==> config.mk <==
export PLATFORM = sky130hd
export DESIGN_NAME = ext_bus_refill_8051
export DESIGN_NICKNAME = d
export VERILOG_FILES = /design/src/rtl/ext_bus_refill_8051.sv
export SDC_FILE = /design/constraint.sdc
export NUM_CORES = 1
export LEC_CHECK = 0
export CAP_MARGIN = 20
export CORE_ASPECT_RATIO = 1.1
export CORE_MARGIN = 4
export CORE_UTILIZATION = 40
export CTS_CLUSTER_DIAMETER = 150
export CTS_CLUSTER_SIZE = 28
export DETAILED_ROUTE_END_ITERATION = 8
export GPL_TIMING_DRIVEN = 0
export HOLD_SLACK_MARGIN = 0.05
export PLACE_DENSITY = 0.75
export SETUP_SLACK_MARGIN = 0.3
export SLEW_MARGIN = 20
export SYNTH_ARGS = -nofsm -noshare
export SYNTH_HDL_FRONTEND = slang
export SYNTH_SLANG_ARGS = --single-unit
==> constraint.sdc <==
create_clock -name clk -period 1.7 [get_ports clk]
set_input_delay 0.425 -clock clk [delete_from_list [all_inputs] [get_ports clk]]
set_output_delay 0.425 -clock clk [all_outputs]
set_load 0.1 [all_outputs]
==> src/rtl/ext_bus_refill_8051.sv <==
// 8051 external bus engine behind the cache controller.
// One byte read, code fetch or write per transaction.
module ext_bus_refill_8051 #(
    parameter int WAIT_STATES = 2
) (
    input  logic        clk,
    input  logic        rst,
    input  logic        req_valid,
    output logic        req_ready,
    input  logic [15:0] req_addr,
    input  logic        req_wr,
    input  logic        req_code,
    input  logic [7:0]  req_wdata,
    output logic        resp_valid,
    output logic [7:0]  resp_data,
    output logic        ale,
    output logic        psen_n,
    output logic        rd_n,
    output logic        wr_n,
    output logic [7:0]  p2_addr,
    output logic [7:0]  p0_out,
    output logic        p0_oe,
    input  logic [7:0]  p0_in
);

    typedef enum logic [2:0] {
        IDLE,
        ADDR,
        LATCH,
        STROBE,
        RECOVER,
        DONE
    } state_t;

    state_t     state;
    logic [7:0] a_wdata;
    logic       a_wr;
    logic       a_code;
    logic [3:0] cnt;

    // Ready is decoded from the state register only.
    assign req_ready = (state == IDLE);

    // Bus cycle sequencer; every bus pin is a register updated with the state.
    always_ff @(posedge clk or posedge rst) begin
        if (rst) begin
            state      <= IDLE;
            a_wdata    <= '0;
            a_wr       <= 1'b0;
            a_code     <= 1'b0;
            cnt        <= '0;
            ale        <= 1'b0;
            psen_n     <= 1'b1;
            rd_n       <= 1'b1;
            wr_n       <= 1'b1;
            p2_addr    <= '0;
            p0_out     <= '0;
            p0_oe      <= 1'b0;
            resp_valid <= 1'b0;
            resp_data  <= '0;
        end else begin
            resp_valid <= 1'b0;
            case (state)
                IDLE: begin
                    if (req_valid) begin
                        a_wdata <= req_wdata;
                        a_wr    <= req_wr;
                        a_code  <= req_code & ~req_wr;
                        ale     <= 1'b1;
                        p0_oe   <= 1'b1;
                        p0_out  <= req_addr[7:0];
                        p2_addr <= req_addr[15:8];
                        state   <= ADDR;
                    end
                end
                ADDR: begin
                    ale   <= 1'b0;
                    state <= LATCH;
                end
                LATCH: begin
                    cnt   <= 4'(WAIT_STATES);
                    state <= STROBE;
                    if (a_wr) begin
                        wr_n   <= 1'b0;
                        p0_out <= a_wdata;
                    end else begin
                        p0_oe <= 1'b0;
                        if (a_code) begin
                            psen_n <= 1'b0;
                        end else begin
                            rd_n <= 1'b0;
                        end
                    end
                end
                STROBE: begin
                    if (cnt == 4'd0) begin
                        psen_n <= 1'b1;
                        rd_n   <= 1'b1;
                        wr_n   <= 1'b1;
                        p0_oe  <= a_wr;
                        if (!a_wr) begin
                            resp_data <= p0_in;
                        end
                        state <= RECOVER;
                    end else begin
                        cnt <= cnt - 4'd1;
                    end
                end
                RECOVER: begin
                    p0_oe      <= 1'b0;
                    resp_valid <= 1'b1;
                    state      <= DONE;
                end
                DONE: begin
                    state <= IDLE;
                end
                default: begin
                    state <= IDLE;
                end
            endcase
        end
    end

endmodule

Word-level counts from Yosys, hierarchy flattened. Cells that the tools add are included. Widths: inputs -> output; s select.

Register bits after elaboration: 47. Bits of input ports: 37. Word-level logic and storage cells: 68.

Multiplexer cells: 23. Add/sub/neg operators: 1. Reduce and logical (&&, ||, !) cells: 16. Bitwise operators: 3. Equality and inequality tests: 11.

Operators by type and width (number): $mux 8 (2); $pmux 8 s2 (1); $pmux 3 s5 (1); $ne 2x2->1 const B (7); $reduce_and 4->1 (3); $mux 1 (10); $reduce_and 3->1 (3); $pmux 1 s2 (4); $pmux 4 s2 (1); $reduce_and 2->1 (4); $eq 3x2->1 const B (2); $mux 3 (2); $reduce_bool 2->1 (3); $logic_not 4->1 (1); $mux 4 (1); $pmux 1 s4 (1); $reduce_bool 4->1 (1); $sub 4x1->4 const B (1); $eq 3x1->1 const B (1); $eq 3x3->1 const B (1); $logic_not 3->1 (1); $not 1->1 (2); $and 1x1->1 (1).

Longest topological paths before layout.
Word-level depth: 3. Gate-level depth with buffers: 7.

Worst setup path before layout. OpenSTA, ideal clock, no wires.

Path type: reg-to-reg. Start point: reg state[0]. End point: reg p2_addr[3]. Stages on the path, launching flop included: 7. Data arrival time: 3.568 ns. Slack: -1.994 ns. Required time: 1.575 ns. Path buffers: 3. Period minus slack after synthesis: 3.694 ns. Cell sequence: dfrtp_1 > buf_4 > nor3_1 > and2_1 > buf_4 > buf_4 > mux2_2.

Cells in the longest elaborated chain, start to end: 2.

Ends and longest elaborated chain: from (decl) (line 35) `state_t state;`; from (signal assigned) (line 47) `state <= IDLE;`; from (signal assigned) (line 73) `state <= ADDR;`; from (signal assigned) (line 78) `state <= LATCH;`; $logic_not 3->1; via req_ready (line 9) `output logic req_ready,`; $reduce_and 2->1 (no source line); to (signal assigned) (line 72) `p2_addr <= req_addr[15:8];`; to (decl) (line 20) `output logic [7:0] p2_addr,`.

The timed path passes the listed nets, and every way through them passes these cells. A chain may end at the register's enable or synchronous reset.

Final worst setup path.
Start point: reg cnt[1]. End point: reg resp_data[7].

Cells in the longest elaborated chain, start to end: 2.

Ends and longest elaborated chain: from (decl) (line 39) `logic [3:0] cnt;`; from (signal assigned) (line 81) `cnt <= 4'(WAIT_STATES);`; from (signal assigned) (line 106) `cnt <= cnt - 4'd1;`; $logic_not 4->1 (line 96) `if (cnt == 4'd0) begin`; $reduce_and 3->1 (no source line); to (signal assigned) (line 102) `resp_data <= p0_in;`; to (decl) (line 15) `output logic [7:0] resp_data,`.

Every way passes these cells.

==> metrics.md <==
| Metric | Value |
|---|---|
| Status | finished with violations |
| Failing checks | setup timing |
| Vias in the first global route | 1591 |
| Post-DP HPWL | 3.16 mm |
| Cells along the critical path | inv_2 > ha_4 > or3b_4 > nor4_4 > buf_12 > mux2_4 |
| Fmax | 0.554 GHz |
| Initial drt markers | 107 |
| Endpoints failing setup | 10 |
| Initial Util | 0.421 |
| Worst path buffer plus inverter count | 2 |
| Top FF cell, synth | dfrtp_1 |
| Detailed Route WL | 5.13 mm |
| Largest net degree at the start of global routing | 48 |
| Total global routing overflow | 0 |
| EDFF count, synth | 0 |
| Post-route clock period utilization | 1.06 |
| RSZ-0062 raised after global routing | yes |
| # IOs | 68 |
| CTS buffer count | 5 |
| Layout cells sized above 1 | 0.457 |
| Worst R2R Start | cnt[1] |
| Worst hold path type | input pin to async pin |
| CP required | 1.89 ns |
| Nets | 296 |
| R2R Setup Slk | -0.10 ns |
| Maximum root-to-sink buffer count | 2 |
| CTS Root Cell | clkbuf_8 |
| Final WS setup | -0.104 ns |
| Crit end category | flop |
| Setup Skew | 0.00358 ns |
| CP arrival | 1.99 ns |
| Row count | 26 |
| Reg2reg end | resp_data[7] |
| Via count | 1607 |
| ANT nets after route | 0 |
| Number of synthesized register bits | 47 |
| Fin. max-slew vios | 0 |
| CTS sink count | 47 |
| Slowest stage delay, CP | 0.40 ns |
| Clock slew at reported path FFs | 0.08 ns |
| Max cap viols | 0 |
| Total GRT Usage | 0.166 |
| Filler instances | 310 |
| Post-route minimum period | 1.80 ns |
| DRC viols | 0 |
| Slew HR | 0.755 |
| CP startpoint | cnt[1] |
| Ys Warns | 0 |
| Syn nets | 199 |
| Critical path startpoint category | flop |
| Clock latency on the worst-skew pair | 0.30 ns |
| DP Worst Slack | -0.493 ns |
| Via density | 5.12 |
| CTS tree | done |
| Max FO, Critical Path | 8 |
| Slowest cell on the critical path | dfrtp_1 |
| Total die area | 6200 sq um |
| First-pass GRT wire length | 7.66 mm |
| Gate Count Post-Synth | 160 |
| Most frequent cells in the layout | dfrtp_1 (44), clkdlybuf4s50_1 (35), buf_6 (33) |
| Critical setup path kind | flop to flop |
| Initial antenna violation count | 0 |
| Worst r2r path cells | 6 |
| CTS hold repair buffers | 0 |
| P&R area growth vs syn | 71.4% |
| Cell family with most CP delay | simple AND/OR/NAND/NOR gates |
| Average cell area after synthesis | 12.5 sq um |
| Final Hold Viols | 0 |
| H-Tree Depth | 2 |
| Register area share after synthesis | 0.589 |
| Port Buffer Count | 67 |
| DR pass1 iterations | 4 |
| Synthesized area | 2000 sq um |
| RePlAce Congestion | 0.823 |
| Most common cell after layout, fill and taps aside | dfrtp_1 |
| Core Region | 4750 sq um |
| FFs w/ async S/R, synth | 1.00 |
| Die Ht | 82.2 um |
| Distinct cell type count after synthesis | 29 |
| Wire per inst | 16.3 um |
| Slew @ Worst Pin | 0.365 ns |
| N_diodes | 0 |
| Chip width | 75.5 um |
## per-stage QoR
stage	setup TNS [ns]	hold WS [ns]	area, sq um	util	cells
final	-0.806	0.436	3430	0.722	314
after detailed placement	-13.38	0.471	2850	0.599	283
after global routing	-1.48	0.453	3430	0.722	314
after floorplan	-9.65	0.447	2110	-	160
after global placement	-13.05	0.463	2850	0.599	283
after CTS	-1.59	0.491	3260	0.687	309
## what timing repair did
item | 4_1_cts | 5_1_grt
resized for setup | 246 | 31
gates cloned | 2 | 1
pin swaps | 10 | 9
setup endpoints to repair | 74 | 71
setup buffers | 16 | 3
## flip-flops by register name, indices dropped and copies added, names as in the netlist
| register | count |
|---|---|
| p0_out | 8 |
| state | 3 |
| a_wdata | 8 |
| wr_n | 1 |
| a_code | 1 |
| resp_valid | 1 |
| rd_n | 1 |
| ale | 1 |
| psen_n | 1 |
| a_wr | 1 |
| cnt | 4 |
| p2_addr | 8 |
| p0_oe | 1 |
| resp_data | 8 |
## area by class of cell
type | instances | area (sq um) | area share
plain buffers | 7 | 83.8 | 0.0244
clock buffers | 7 | 76.3 | 0.0222
clock inverters | 1 | 7.51 | 0.00219
inverters | 5 | 22.5 | 0.00656
multi-input cells | 101 | 986 | 0.287
flip-flops and latches | 47 | 1180 | 0.344
well taps | 56 | 70.1 | 0.0204
repair buffers | 90 | 1000 | 0.293
## worst max path at each step
stage | end | cells past startpoint
4_1_cts | resp_data[7] | 6
3_5_place_dp | req_ready | 3
5_1_grt | resp_data[3] | 6
6_report | resp_data[7] | 6
3_3_place_gp | req_ready | 3
2_1_floorplan | p2_addr[3] | 6
## per-layer routing
metal / track usage / routed length (um)
met1: 0.202 / 1970
met2: 0.286 / 2760
met3: 0.0496 / 312
met4: 0.0437 / 83
met5: 0 / 0
## cells in the mapped netlist (all sizes together), types with 3 or more instances
library cell  number  area (sq um)
a21oi              4          20.0
buf                7          45.0
dfrtp             44          1100
dfstp              3          78.8
inv                5          18.8
mux2              26           293
mux2i             10           100
nand2             16          60.1
nor2               7          26.3
nor3               5          25.0
nor4               3          33.8
o21ai             11          55.1
or3                3          18.8
## logic make-up after synthesis
logic type | Yosys count | share of synthesized area
flip-flops | 47 | 0.589
AND/OR/NAND/NOR | 43 | 0.113
multiplexers | 36 | 0.196
AO/OA/AOI/OAI | 20 | 0.0569
buffers and inverters | 12 | 0.0319
adder cells (fa/ha/maj) | 2 | 0.0125
## worst reg2reg max path, delay by kind of cell, from the launching register on
family	cells	cell delay, ns
flip-flops	1	0.40
adder cells (fa/ha/maj)	1	0.13
AND/OR/NAND/NOR	2	0.59
buffers and inverters	2	0.27
multiplexers	1	0.31
Power is left out: the tool's default activity adds up to more than one toggle a clock period on the data nets, which glitch-free logic cannot reach.
